File: src/rtl/pcint_pkg.sv
// pcint_pkg: register map, FSM types and priming length shared by pcint_ctrl.
// PCINT_SYNC_EN selects the 2-flop input synchronizer and a 2-cycle prime.
`ifndef PCINT_BASE
`define PCINT_BASE 32'h4000_1000
`endif
`ifndef PCINT_PCMSK
`define PCINT_PCMSK 4'h0
`endif
`ifndef PCINT_PCICR
`define PCINT_PCICR 4'h4
`endif
`ifndef PCINT_PCIFR
`define PCINT_PCIFR 4'h8
`endif

package pcint_pkg;
  localparam logic [31:0] PCINT_BASE_ADDR = `PCINT_BASE;
  localparam logic [3:0] OFF_PCMSK = `PCINT_PCMSK;
  localparam logic [3:0] OFF_PCICR = `PCINT_PCICR;
  localparam logic [3:0] OFF_PCIFR = `PCINT_PCIFR;
`ifdef PCINT_SYNC_EN
  localparam int PRIME_CYCLES = 2;
`else
  localparam int PRIME_CYCLES = 1;
`endif
  typedef enum logic {BUS_IDLE, BUS_ACK} bus_state_t;
  typedef enum logic {PRIME, ARMED} prime_state_t;
  function automatic logic is_reg_off(input logic [3:0] off);
    return off == OFF_PCMSK || off == OFF_PCICR || off == OFF_PCIFR;
  endfunction
endpackage

File: src/rtl/pcint_edge_detect.sv
// pcint_edge_detect: pin synchronizer, prev register and priming FSM producing per-pin change pulses.
// PCINT_SYNC_EN adds a 2-flop synchronizer; otherwise pin_in is registered once.
module pcint_edge_detect import pcint_pkg::*; #(
  parameter int WIDTH = 8
) (
  input  logic             clk,
  input  logic             rst,
  input  logic [WIDTH-1:0] pin_in,
  output logic [WIDTH-1:0] change
);
  logic [WIDTH-1:0] r_pin_s, r_prev, w_stage_in;
  logic [1:0] r_cnt, w_cnt_next;
  prime_state_t r_state, w_state_next;
`ifdef PCINT_SYNC_EN
  logic [WIDTH-1:0] r_sync1;
  always_ff @(posedge clk) begin
    if (rst) begin
      r_sync1 <= '0;
      r_pin_s <= '0;
    end else begin
      r_sync1 <= pin_in;
      r_pin_s <= r_sync1;
    end
  end
  assign w_stage_in = r_sync1;
`else
  always_ff @(posedge clk) begin
    if (rst) r_pin_s <= '0;
    else r_pin_s <= pin_in;
  end
  assign w_stage_in = pin_in;
`endif
  // While priming, prev tracks the value entering pin_s so the two agree on arming.
  always_ff @(posedge clk) begin
    if (rst) begin
      r_prev  <= '0;
      r_state <= PRIME;
      r_cnt   <= '0;
    end else begin
      r_prev  <= (r_state == PRIME) ? w_stage_in : r_pin_s;
      r_state <= w_state_next;
      r_cnt   <= w_cnt_next;
    end
  end
  always_comb begin
    w_state_next = r_state;
    w_cnt_next   = r_cnt;
    if (r_state == PRIME) begin
      w_cnt_next   = r_cnt + 2'd1;
      w_state_next = (r_cnt == 2'(PRIME_CYCLES - 1)) ? ARMED : PRIME;
    end
  end
  assign change = (r_state == ARMED) ? (r_pin_s ^ r_prev) : '0;
endmodule

File: src/rtl/pcint_ctrl.sv
// pcint_ctrl: pin-change interrupt controller with PCMSK/PCICR/PCIFR on a valid/ready bus.
// PCINT_SYNC_EN (in pcint_edge_detect) selects the synchronized input path.
module pcint_ctrl import pcint_pkg::*; #(
  parameter logic [31:0] BASE_ADDR = PCINT_BASE_ADDR,
  parameter int          WIDTH     = 8
) (
  input  logic             clk,
  input  logic             rst,
  input  logic             mem_valid,
  input  logic [31:0]      mem_addr,
  input  logic [31:0]      mem_wdata,
  input  logic [3:0]       mem_wstrb,
  output logic [31:0]      mem_rdata,
  output logic             mem_ready,
  input  logic [WIDTH-1:0] pin_in,
  output logic             irq
);
  bus_state_t r_bus, w_bus_next;
  logic [WIDTH-1:0] r_pcmsk, w_change;
  logic [7:0] r_rdata, w_rd_val;
  logic r_pcie, r_pcif;
  logic w_hit, w_commit, w_wr, w_rd, w_pcif_set, w_pcif_clr, w_unused;
  pcint_edge_detect #(.WIDTH(WIDTH)) u_edge (
    .clk    (clk),
    .rst    (rst),
    .pin_in (pin_in),
    .change (w_change)
  );
  always_comb begin
    w_hit      = mem_valid && mem_addr[31:4] == BASE_ADDR[31:4] && is_reg_off(mem_addr[3:0]);
    w_commit   = r_bus == BUS_IDLE && w_hit;
    w_wr       = w_commit && mem_wstrb[0];
    w_rd       = w_commit && mem_wstrb == 4'b0;
    w_pcif_set = |(w_change & r_pcmsk);
    w_pcif_clr = w_wr && mem_addr[3:0] == OFF_PCIFR && mem_wdata[0];
    w_rd_val   = mem_addr[3:0] == OFF_PCMSK ? 8'(r_pcmsk) :
                 mem_addr[3:0] == OFF_PCICR ? {7'b0, r_pcie} : {7'b0, r_pcif};
    w_bus_next = w_commit ? BUS_ACK : (r_bus == BUS_ACK && !mem_valid) ? BUS_IDLE : r_bus;
  end
  // A new masked change outranks a simultaneous write-1-to-clear.
  always_ff @(posedge clk) begin
    if (rst) begin
      r_bus   <= BUS_IDLE;
      r_pcmsk <= '0;
      r_pcie  <= 1'b0;
      r_pcif  <= 1'b0;
      r_rdata <= 8'h0;
    end else begin
      r_bus  <= w_bus_next;
      r_pcif <= w_pcif_set | (r_pcif & ~w_pcif_clr);
      if (w_wr && mem_addr[3:0] == OFF_PCMSK) r_pcmsk <= mem_wdata[WIDTH-1:0];
      if (w_wr && mem_addr[3:0] == OFF_PCICR) r_pcie <= mem_wdata[0];
      if (w_commit) r_rdata <= w_rd ? w_rd_val : 8'h0;
    end
  end
  assign mem_ready = r_bus == BUS_ACK;
  assign mem_rdata = mem_ready ? {24'b0, r_rdata} : 32'b0;
  assign irq       = r_pcie & r_pcif;
  assign w_unused  = ^mem_wdata[31:WIDTH];
endmodule

File: config.mk
export PLATFORM = sky130hd
export DESIGN_NAME = pcint_ctrl
export DESIGN_NICKNAME = d
export VERILOG_FILES = /design/src/rtl/pcint_pkg.sv /design/src/rtl/pcint_edge_detect.sv /design/src/rtl/pcint_ctrl.sv
export SDC_FILE = /design/constraint.sdc
export NUM_CORES = 1
export LEC_CHECK = 0
export CAP_MARGIN = 10
export CORE_ASPECT_RATIO = 2
export CORE_UTILIZATION = 39
export CTS_BUF_LIST = sky130_fd_sc_hd__clkbuf_16
export CTS_CLUSTER_DIAMETER = 30
export CTS_CLUSTER_SIZE = 16
export DETAILED_ROUTE_END_ITERATION = 10
export PLACE_DENSITY = 0.8
export SLEW_MARGIN = 15
export SYNTH_ARGS = -nofsm -noshare
export SYNTH_HDL_FRONTEND = slang
export SYNTH_HIERARCHICAL = 1
export SYNTH_SLANG_ARGS = --single-unit
File: constraint.sdc
create_clock -name clk -period 2.3 [get_ports clk]
set_input_delay 0.46 -clock clk [delete_from_list [all_inputs] [get_ports clk]]
set_output_delay 0.46 -clock clk [all_outputs]
set_load 0.005 [all_outputs]
## Yosys cells after proc, flatten, opt, wreduce, memory -nomap -nowiden

Cells that the tools add are included.

| word-level totals | value |
|---|---|
| flip-flop bits (word level) | 38 |

| operators by class | value |
|---|---|
| bitwise gates (word level) | 7 |
| multiplexer cells | 10 |
| reduce and logical (&&, ||, !) cells | 18 |
| eq/ne operators | 3 |
| $add $sub $neg | 1 |

Operators with widths:

| kind | number |
|---|---|
| $mux 8 | 5 |
| $eq 28x27->1 const B | 1 |
| $logic_and 1x1->1 | 10 |
| $and 8x8->8 | 1 |
| $logic_not 4->1 | 2 |
| $reduce_or 8->1 | 1 |
| $xor 8x8->8 | 1 |
| $mux 1 | 5 |
| $eq 4x3->1 const B | 1 |
| $eq 4x4->1 const B | 1 |
| $add 2x1->2 const B | 1 |
| $and 1x1->1 | 2 |
| $logic_not 2->1 | 1 |
| $logic_or 1x1->1 | 2 |
| $not 1->1 | 2 |
| $reduce_bool 2->1 | 1 |
| $logic_not 1->1 | 1 |
| $or 1x1->1 | 1 |

## Logic depth before layout (Yosys ltp)

Gate-level depths: netlist (run 1).

| logic depth | value |
|---|---|
| depth in word-level cells | 11 |
| depth in mapped cells | 6 |
| gate-level depth less buffers | 5 |

## Modules after synthesis

The synthesis (run 1) kept the hierarchy.

By module, submodules not included:

| module | area an instance (um^2) | cells an instance | times used |
|---|---|---|---|
| pcint_ctrl | 1355.0 | 142 | 1 |
| pcint_edge_detect | 760.7 | 72 | 1 |

## Worst setup path after synthesis (run 1)

OpenSTA, ideal clock, no wires.

| timing | value |
|---|---|
| kind | input to register |
| start | input port mem_addr[7] |
| end | register r_pcmsk[0] |
| setup slack | 476 ps |
| stages on the path | 4 |
| arrival | 1752 ps |
| data required time | 2228 ps |
| library setup time | 72 ps |
| cell sequence | nor4_1 nand3_2 nor4_4 mux2i_1 |

| between the ends | value |
|---|---|
| longest elaborated chain between the ends | 6 |

Ends and longest elaborated chain:

| what | RTL line | source |
|---|---|---|
| start: declaration | pcint_ctrl.sv:10 | `input logic [31:0] mem_addr,` |
| $eq 28x27->1 | pcint_ctrl.sv:30 | `w_hit = mem_valid && mem_addr[31:4] == BASE_ADDR[31:4] && is_reg_off(mem_addr[3:0]);` |
| $logic_and 1x1->1 (2 in a row) | pcint_ctrl.sv:30 |  |
| $logic_and 1x1->1 | pcint_ctrl.sv:31 | `w_commit = r_bus == BUS_IDLE && w_hit;` |
| $logic_and 1x1->1 | pcint_ctrl.sv:32 | `w_wr = w_commit && mem_wstrb[0];` |
| $logic_and 1x1->1 | pcint_ctrl.sv:51 | `if (w_wr && mem_addr[3:0] == OFF_PCMSK) r_pcmsk <= mem_wdata[WIDTH-1:0];` |
| end signal: assignment | pcint_ctrl.sv:51 |  |
| end: declaration | pcint_ctrl.sv:19 | `logic [WIDTH-1:0] r_pcmsk, w_change;` |

No other way between the ends.
A chain may end at the register's enable or synchronous reset.

## Final worst setup path (run 1)

| timing | value |
|---|---|
| start | input port mem_addr[13] |
| end | register r_pcmsk[6] |

The elaborated chain is that of the path after synthesis.

==> results of run 1 <==
## cells by family (layout without fill, tap and decap cells)
kind of cell	Yosys count	count (layout)	share of synthesized area, %
xor+xnor	9	9	3.726
other cells	1	24	0.1772
flops	38	38	35.96
simple gates	96	96	31.99
mux	27	27	12.77
fa+ha+maj	1	1	0.5913
compound gates	8	8	2.720
buf+inv	34	81	12.06
## registers in the layout, summed over array words and instances (netlist names)
register	flops
r_pcmsk	8
r_rdata	8
u_edge/r_pin_s	8
u_edge/r_prev	8
u_edge/r_cnt	2
mem_ready	1
r_pcie	1
r_pcif	1
u_edge/r_state	1
## synthesized netlist by cell type, types with 2 or more instances
cell      number  area share (%)
a22oi_1        4             1.4
and2_2        16             5.7
buf_2          3            0.71
buf_4         24             8.5
buf_6          3             1.6
dfxtp_1       38              36
inv_1          2            0.35
mux2i_1       27              13
nand2_1       10             1.8
nand2b_1      10             3.0
nand2b_2       4             1.7
nor2_1        14             2.5
nor2b_1        9             2.7
nor4_1         6             1.8
nor4b_4        2             2.2
or2b_2        11             4.6
xor2_1         9             3.7
## metrics by stage
step | util [%] | cells
2_1_floorplan | - | 237
3_3_place_gp | 52.70 | 334
3_5_place_dp | 52.70 | 334
4_1_cts | 55.36 | 342
5_1_grt | 55.36 | 342
6_report | 55.36 | 342
## layout make-up
class,instances,area (sq um)
fill,464,2315
clock buffer,5,125.1
timing repair buffer,71,705.7
sequential,38,760.7
multi-input combinational,165,1186
clock inverter,3,12.51
inverter,2,7.507
tap,58,72.57
## power groups by stage
stage	logic, uW	registers, uW	clock network [uW]
finish	240	729	621
global route	269	735	676
CTS	243	730	638
detailed placement	241	744	0
global placement	232	741	0
floorplan	185	720	0
## worst register-to-register path, stage by stage (launching register included)
cell and delay, ns:
dfxtp_1 0.40, nor4_2 0.34, nand4_2 0.20, nor4_4 0.33, buf_12 0.18, mux2i_1 0.20
## how the worst max path moves through the flow
stage | start | endpoint | cells after the start | slack [ns]
2_1_floorplan | mem_addr[7] | r_pcmsk[0] | 4 | 0.48
3_3_place_gp | mem_addr[21] | r_rdata[4] | 6 | 0.06
3_5_place_dp | mem_addr[13] | r_rdata[1] | 6 | 0.06
4_1_cts | mem_addr[7] | r_pcmsk[6] | 6 | 0.32
5_1_grt | mem_addr[7] | r_pcmsk[5] | 6 | 0.13
6_report | mem_addr[13] | r_pcmsk[6] | 6 | 0.33
## layer usage
metal | up-vias | routed length, microns | global-route usage [%]
met2 | 53 | 2349 | 29.45
met5 | - | 0 | 0
met4 | 0 | 83 | 8.242
li1 | 808 | - | -
met1 | 718 | 1433 | 14.66
met3 | 6 | 165 | 4.006
==> impl_metrics.yaml, run 1 <==
worst_setup_path:
  crit_chain: "clkdlybuf4s50_1 -> nor4_1 -> nand3_2 -> nor4_4 -> buf_12 -> mux2i_1"
  path_class: "primary input to flip-flop"
  reg2regPathDepth: 5
  slowest_stage: "clkdlybuf4s50_1"
  end_kind: "flip-flop"
  worstPathArrival_ns: 2.16
  critPathLaunchType: "primary input"
  cp_max_fo: 8
  cp_num_buf_inv: 2
  slowest_delay_ns: 0.41
  rr_endpoint: "r_pcmsk[6]"
  reg2reg_from: "mem_ready"
  required_ns: 2.49
  r2r_slack_ns: 0.59
  cpLargestDelayFamily: "simple AND/OR/NAND/NOR gates"
yosys:
  synth_seq_cells: 38
  synth-main-ff-cell: "dfxtp_1"
  syn-cell-area_sq_um: 2116
  seq_area_frac_synth_pct: 35.96
  synth-edff-count: 0
  netlist_instances: 214
  synth_cell_types: 39
  yosys_warnings: 6
  async_reset_ff_share_pct: 0
  synth.avg_cell_area_sq_um: 9.887
placed_design:
  place_ws_ns: 0.05548
  placed_area_sq_um: 2733
  gp_congestion: 0.7266
  numPortBuffers: 64
  hpwl_mm: 3.186
sta:
  tightest_slew_ns: 0.7154
  timing.slew.headroom_pct: 52.24
  setup_viol: 0
  hold_slack_ns: 0.4677
  hold_viol_final: 0
  fin_crit_sh_pct: 85.69
  rsz0062_at_grt: "no"
  final.setup.tns_ns: 0
  setup_ws_ns: 0.3292
  min_period_ns: 1.971
  fmax_ghz: 0.5074
  clock_skew_ns: 0.004881
  slew_violations: 0
drt:
  finalWirelength_mm: 4.032
  drtIter0Drc: 20
  drtAntennaViolNets: 0
  avgViaCountPerCell: 4.635
  routed-via-count: 1585
  drc: 0
  wl_per_cell_microns: 11.79
  dr.pass1.iters: 4
cts:
  cts_resized: 0
  clk_latency_ns: 0.27
  postCtsSetupBuffers: 0
  hold_buffers: 0
  root_buffer: "clkbuf_16"
  numCtsBuffers: 5
  clkSinkCount: 38
  cts_tree: "done"
  clkSlewWorstSetupHoldPaths_ns: 0.05
  htreeDepth: 2
  clockBufferDepth: 2
final_layout:
  layout_common_cells: "clkdlybuf4s50_1 (64), dfxtp_1 (38), mux2i_1 (27)"
  nets: 363
  antenna_cells: 0
  area_growth_pct: 35.66
  mostFrequentLayoutCell: "clkdlybuf4s50_1"
  final_area_sq_um: 2870
  drive_gt1_share_pct: 17.96
power_and_ir_drop:
  ir_drop_v: 0.0005821
  power_leakage_uw: 0.001179
  comb_power_share_pct: 15.1
  power_uw: 1591
  switching_share_pct: 21.97
  clkPwrFrac_pct: 39.1
  p_switching_uw: 349.4
  p_per_area_nw_per_um2: 554.1
  internal-power_uw: 1241
  seqPwrFrac_pct: 45.8
run_status:
  status: "finished, final reports clean"
floorplan:
  rows: 37
  dieWidth_microns: 54.08
  die_area_sq_um: 5741
  die_h_microns: 106.2
  initial_core_util_pct: 40.81
  io_pins: 113
  fp.coreArea_sq_um: 5185
grt:
  antenna_found_initial: 0
  grt_pass1_wl_mm: 6.679
  overflow: 0
  grt_pass1_vias: 1539
  gr-usage-all-layers_pct: 15.91
  grt_max_degree: 47
min_path:
  min_path_cells: 2
  hold_class: "flip-flop to flip-flop"
  hold_start: "r_rdata[5]"
  hold_end: "r_rdata[5]"
flow_run:
  drv_cap: 0
(Power assumes the default switching activity.)
==> run 2: changes to the inputs <==
--- a/config.mk
+++ b/config.mk
@@ -7,12 +7,13 @@
 export LEC_CHECK = 0
 export CAP_MARGIN = 10
 export CORE_ASPECT_RATIO = 2
-export CORE_UTILIZATION = 39
+export CORE_UTILIZATION = 63
 export CTS_BUF_LIST = sky130_fd_sc_hd__clkbuf_16
 export CTS_CLUSTER_DIAMETER = 30
 export CTS_CLUSTER_SIZE = 16
 export DETAILED_ROUTE_END_ITERATION = 10
-export PLACE_DENSITY = 0.8
+export DONT_BUFFER_PORTS = 1
+export PLACE_DENSITY = 0.79
 export SLEW_MARGIN = 15
 export SYNTH_ARGS = -nofsm -noshare
 export SYNTH_HDL_FRONTEND = slang
==> run 2 against run 1 <==
Net effect: final area decreased by 25%; clock power grew 2%; sequential power decreased by 1%; via count down 15%; largest power group unchanged.
==> impl_metrics.yaml, run 2 (same netlist as run 1, synthesis figures left out) <==
run_status:
  status: "finished, final reports clean"
worst_setup_path:
  crit_chain: "nor4_2 -> nand4_2 -> or3_1 -> mux2i_1"
  critPathLaunchType: "flip-flop"
  slowest_stage: "or3_1"
  slowest_delay_ns: 0.57
  end_kind: "flip-flop"
  worstPathArrival_ns: 2.00
  required_ns: 2.45
  cp_max_fo: 11
  path_class: "flip-flop to flip-flop"
final_layout:
  drive_gt1_share_pct: 21.76
  area_growth_pct: 1.774
  mostFrequentLayoutCell: "dfxtp_1"
  multiInputGateArea_sq_um: 1186
  seqCellArea_sq_um: 760.7
  fill_cells: 279
  nets: 295
  layout_common_cells: "dfxtp_1 (38), mux2i_1 (27), conb_1 (24)"
  final_util_pct: 67.44
  antenna_cells: 0
floorplan:
  die_h_microns: 83.96
  die_area_sq_um: 3608
  fp.coreArea_sq_um: 3193
  rows: 29
  io_pins: 113
  dieWidth_microns: 42.98
  initial_core_util_pct: 66.26
drt:
  finalWirelength_mm: 3.365
  drtAntennaViolNets: 0
  drtIter0Drc: 19
  wl_per_cell_microns: 13.62
  wirelength_met1_mm: 1.146
  routed-via-count: 1345
  wl_met2_mm: 1.946
  wl_met3_microns: 218
  avgViaCountPerCell: 5.445
  highest_layer: "met4"
  drc: 0
  dr.pass1.iters: 4
cts:
  htreeDepth: 2
  cts_tree: "done"
  clk_latency_ns: 0.28
  cts_resized: 0
  clkSlewWorstSetupHoldPaths_ns: 0.05
  root_buffer: "clkbuf_16"
  postCtsSetupBuffers: 0
  clockBufferDepth: 2
  clkSinkCount: 38
  hold_buffers: 0
  numCtsBuffers: 5
placed_design:
  numPortBuffers: 0
  hpwl_mm: 2.638
  gp_congestion: 0.7127
flow_run:
  drv_cap: 0
grt:
  gr-usage-all-layers_pct: 19.62
  grt_max_degree: 49
  overflow: 0
  grt_pass1_vias: 1316
  grt_pass1_wl_mm: 5.437
  antenna_found_initial: 0
sta:
  fmax_ghz: 0.5389
  clock_skew_ns: 0.003265
  final.setup.tns_ns: 0
  min_period_ns: 1.855
  rsz0062_at_grt: "no"
  hold_viol_final: 0
  setup_viol: 0
  fin_crit_sh_pct: 80.67
  slew_violations: 0
power_and_ir_drop:
  p_per_area_nw_per_um2: 692.0
  ir_drop_v: 0.0006443
  power_leakage_uw: 0.0009123
min_path:
  hold_class: "primary input to flip-flop"
==> run 2: final cells by class <==
cell class / count / share of cell area (%)
clock buffer: 5 / 5.811
clock inverter: 3 / 0.5811
inverter: 2 / 0.3486
multi-input combinational: 165 / 55.08
sequential: 38 / 35.33
tap: 31 / 1.801
timing repair buffer: 3 / 1.046
==> run 2: metrics by stage <==
step                      hold WS, ns  setup slack, ns  instance area (sq um)  std cells  total power (uW)
after CTS                      0.2411           0.3959                   2153        247              1506
after detailed placement       0.4609           0.3610                   2016        239             872.6
after global placement         0.4567           0.3841                   2016        239             862.2
after global routing           0.2363           0.3005                   2153        247              1554
final                          0.2467           0.4445                   2153        247              1490
after floorplan                0.4425           0.4763                   2202        237             905.3
==> run 2: per-layer routing <==
| metal | track usage (%) | up-vias |
|---|---|---|
| met5 | 0 | - |
| met4 | 7.438 | 0 |
| met3 | 6.926 | 5 |
| met2 | 37.74 | 50 |
| met1 | 17.31 | 623 |
| li1 | - | 667 |
==> run 2: worst paths after layout <==
kind                   start           endpoint  slack (ns)  cells after the start
hold / removal           rst  u_edge/r_pin_s[0]        0.25                      1
hold reg to reg   r_pcmsk[2]         r_rdata[2]        0.47                      2
setup reg to reg   mem_ready         r_rdata[7]        0.44                      4
setup / recovery   mem_ready         r_rdata[7]        0.44                      4
==> run 2: power by group <==
part	internal [uW]	switching, uW	total, uW
logic	78.6	60.1	139
clock network	391	241	631
registers	693	27.4	720
==> run 2: worst max-delay path: cells and delay by family (launching register included) <==
family        cells  cell delay (ns)
mux               1             0.19
simple gates      3             1.13
flops             1             0.40
==> run 3: changes to the inputs <==
--- a/config.mk
+++ b/config.mk
@@ -7,13 +7,13 @@
 export LEC_CHECK = 0
 export CAP_MARGIN = 10
 export CORE_ASPECT_RATIO = 2
-export CORE_UTILIZATION = 63
+export CORE_UTILIZATION = 56
 export CTS_BUF_LIST = sky130_fd_sc_hd__clkbuf_16
 export CTS_CLUSTER_DIAMETER = 30
 export CTS_CLUSTER_SIZE = 16
 export DETAILED_ROUTE_END_ITERATION = 10
 export DONT_BUFFER_PORTS = 1
-export PLACE_DENSITY = 0.79
+export PLACE_DENSITY = 0.74
 export SLEW_MARGIN = 15
 export SYNTH_ARGS = -nofsm -noshare
 export SYNTH_HDL_FRONTEND = slang
==> constraint.sdc (replaced) <==
create_clock -name clk -period 1.7 [get_ports clk]
set_input_delay 0.34 -clock clk [delete_from_list [all_inputs] [get_ports clk]]
set_output_delay 0.34 -clock clk [all_outputs]
set_load 0.005 [all_outputs]
==> run 3 against run 2 <==
Net effect: fmax rose by 15%; highest routed layer unchanged; worst setup slack got worse by 0.36 ns; worst hold slack worse by 0.12 ns; clock-buffer cell count unchanged; critical path type unchanged; utilization decreased by 5.7 points.
==> impl_metrics.yaml, run 3 (same netlist as run 1, synthesis figures left out) <==
floorplan:
  initial_core_util_pct: 58.65
  fp.coreArea_sq_um: 3607
  die_h_microns: 88.93
  io_pins: 113
  rows: 31
  die_area_sq_um: 4043
  dieWidth_microns: 45.47
flow_run:
  drv_cap: 0
worst_setup_path:
  end_kind: "flip-flop"
  slowest_delay_ns: 0.34
  slowest_stage: "or3_1"
  cp.depth: 5
  path_class: "flip-flop to flip-flop"
  cpLargestDelayFamily: "simple AND/OR/NAND/NOR gates"
  required_ns: 1.86
  worstPathArrival_ns: 1.78
  crit_chain: "nor4_2 -> nand4_2 -> or3_1 -> buf_4 -> mux2i_1"
  critPathLaunchType: "flip-flop"
  cp_num_buf_inv: 1
  reg2regPathDepth: 5
  cp_max_fo: 9
cts:
  cts_resized: 0
  clkSlewWorstSetupHoldPaths_ns: 0.05
  root_buffer: "clkbuf_16"
  postCtsSetupBuffers: 0
  numCtsBuffers: 5
  clkSinkCount: 38
  clockBufferDepth: 2
  hold_buffers: 0
  clk_latency_ns: 0.28
  htreeDepth: 2
  cts_tree: "done"
grt:
  overflow: 0
  grt_max_degree: 49
  grt_pass1_wl_mm: 4.892
  antenna_found_initial: 0
  gr-usage-all-layers_pct: 17.04
  grt_pass1_vias: 1191
sta:
  fin_crit_sh_pct: 95.06
  fmax_ghz: 0.6188
  clock_skew_ns: 0.003556
  rsz0062_at_grt: "no"
  min_period_ns: 1.616
  setup_viol: 0
  final.setup.tns_ns: 0
  slew_violations: 0
  hold_viol_final: 0
final_layout:
  mostFrequentLayoutCell: "dfxtp_1"
  drive_gt1_share_pct: 23.64
  antenna_cells: 0
  fill_cells: 350
  seqCellArea_sq_um: 760.7
  fin_cells: 269
  multiInputGateArea_sq_um: 1191
  nets: 300
  area_growth_pct: 5.204
  layout_common_cells: "dfxtp_1 (38), mux2i_1 (27), conb_1 (24)"
power_and_ir_drop:
  power_leakage_uw: 0.0009398
  switching_share_pct: 21.41
  seqPwrFrac_pct: 48.7
  p_switching_uw: 429.2
  ir_drop_v: 0.0008148
  clkPwrFrac_pct: 41.5
  p_per_area_nw_per_um2: 900.4
  comb_power_share_pct: 9.8
  internal-power_uw: 1575
placed_design:
  gp_congestion: 0.7268
  dp_cells: 262
  hpwl_mm: 2.499
  numPortBuffers: 0
min_path:
  hold_class: "primary input to flip-flop"
  min_path_cells: 1
drt:
  wl_per_cell_microns: 12.15
  wl_met3_microns: 151
  dr.pass1.iters: 2
  drtIter0Drc: 24
  highest_layer: "met4"
  drc: 0
  wl_met2_mm: 1.775
  avgViaCountPerCell: 4.985
  wirelength_met1_mm: 1.282
  finalWirelength_mm: 3.269
  routed-via-count: 1341
  drtAntennaViolNets: 0
run_status:
  status: "finished, final reports clean"
==> run 3: area by class of cell <==
| class | instances | area share (%) |
|---|---|---|
| clock inverter | 2 | 0.3373 |
| tap | 49 | 2.754 |
| timing repair buffer | 8 | 3.260 |
| sequential | 38 | 34.18 |
| multi-input combinational | 165 | 53.51 |
| inverter | 2 | 0.3373 |
| clock buffer | 5 | 5.621 |
==> run 3: final timing paths <==
path | to | slack (ns) | start
max | r_rdata[3] | 0.08 | mem_ready
min | u_edge/r_pin_s[6] | 0.13 | rst
max reg2reg | r_rdata[3] | 0.08 | mem_ready
min reg2reg | r_rdata[7] | 0.47 | r_rdata[7]
==> run 3: routing by layer <==
layer / vias up / track usage, %
met2: 41 / 29.48
met4: 0 / 9.091
met3: 6 / 5.051
met1: 619 / 17.58
li1: 675 / -
met5: - / 0
==> run 3: power groups by stage <==
stage	Clock (uW)	Combinational (uW)	Sequential [uW]
final	832	196	976
after global routing	889	224	981
after CTS	859	198	976
after detailed placement	0	197	994
after global placement	0	184	993
after floorplan	0	251	974
==> run 3: per-stage QoR <==
step | utilization (%) | cell area, sq um | power [uW] | hold slack, ns | setup WS, ns
final | 61.71 | 2226 | 2004 | 0.1294 | 0.08400
after global routing | 61.71 | 2226 | 2094 | 0.1189 | 0.001549
after CTS | 61.71 | 2226 | 2034 | 0.1218 | 0.06671
after detailed placement | 58.03 | 2093 | 1191 | 0.4157 | 0.03460
after global placement | 58.03 | 2093 | 1177 | 0.4126 | 0.05358
after floorplan | - | 2207 | 1225 | 0.4425 | 0.03040
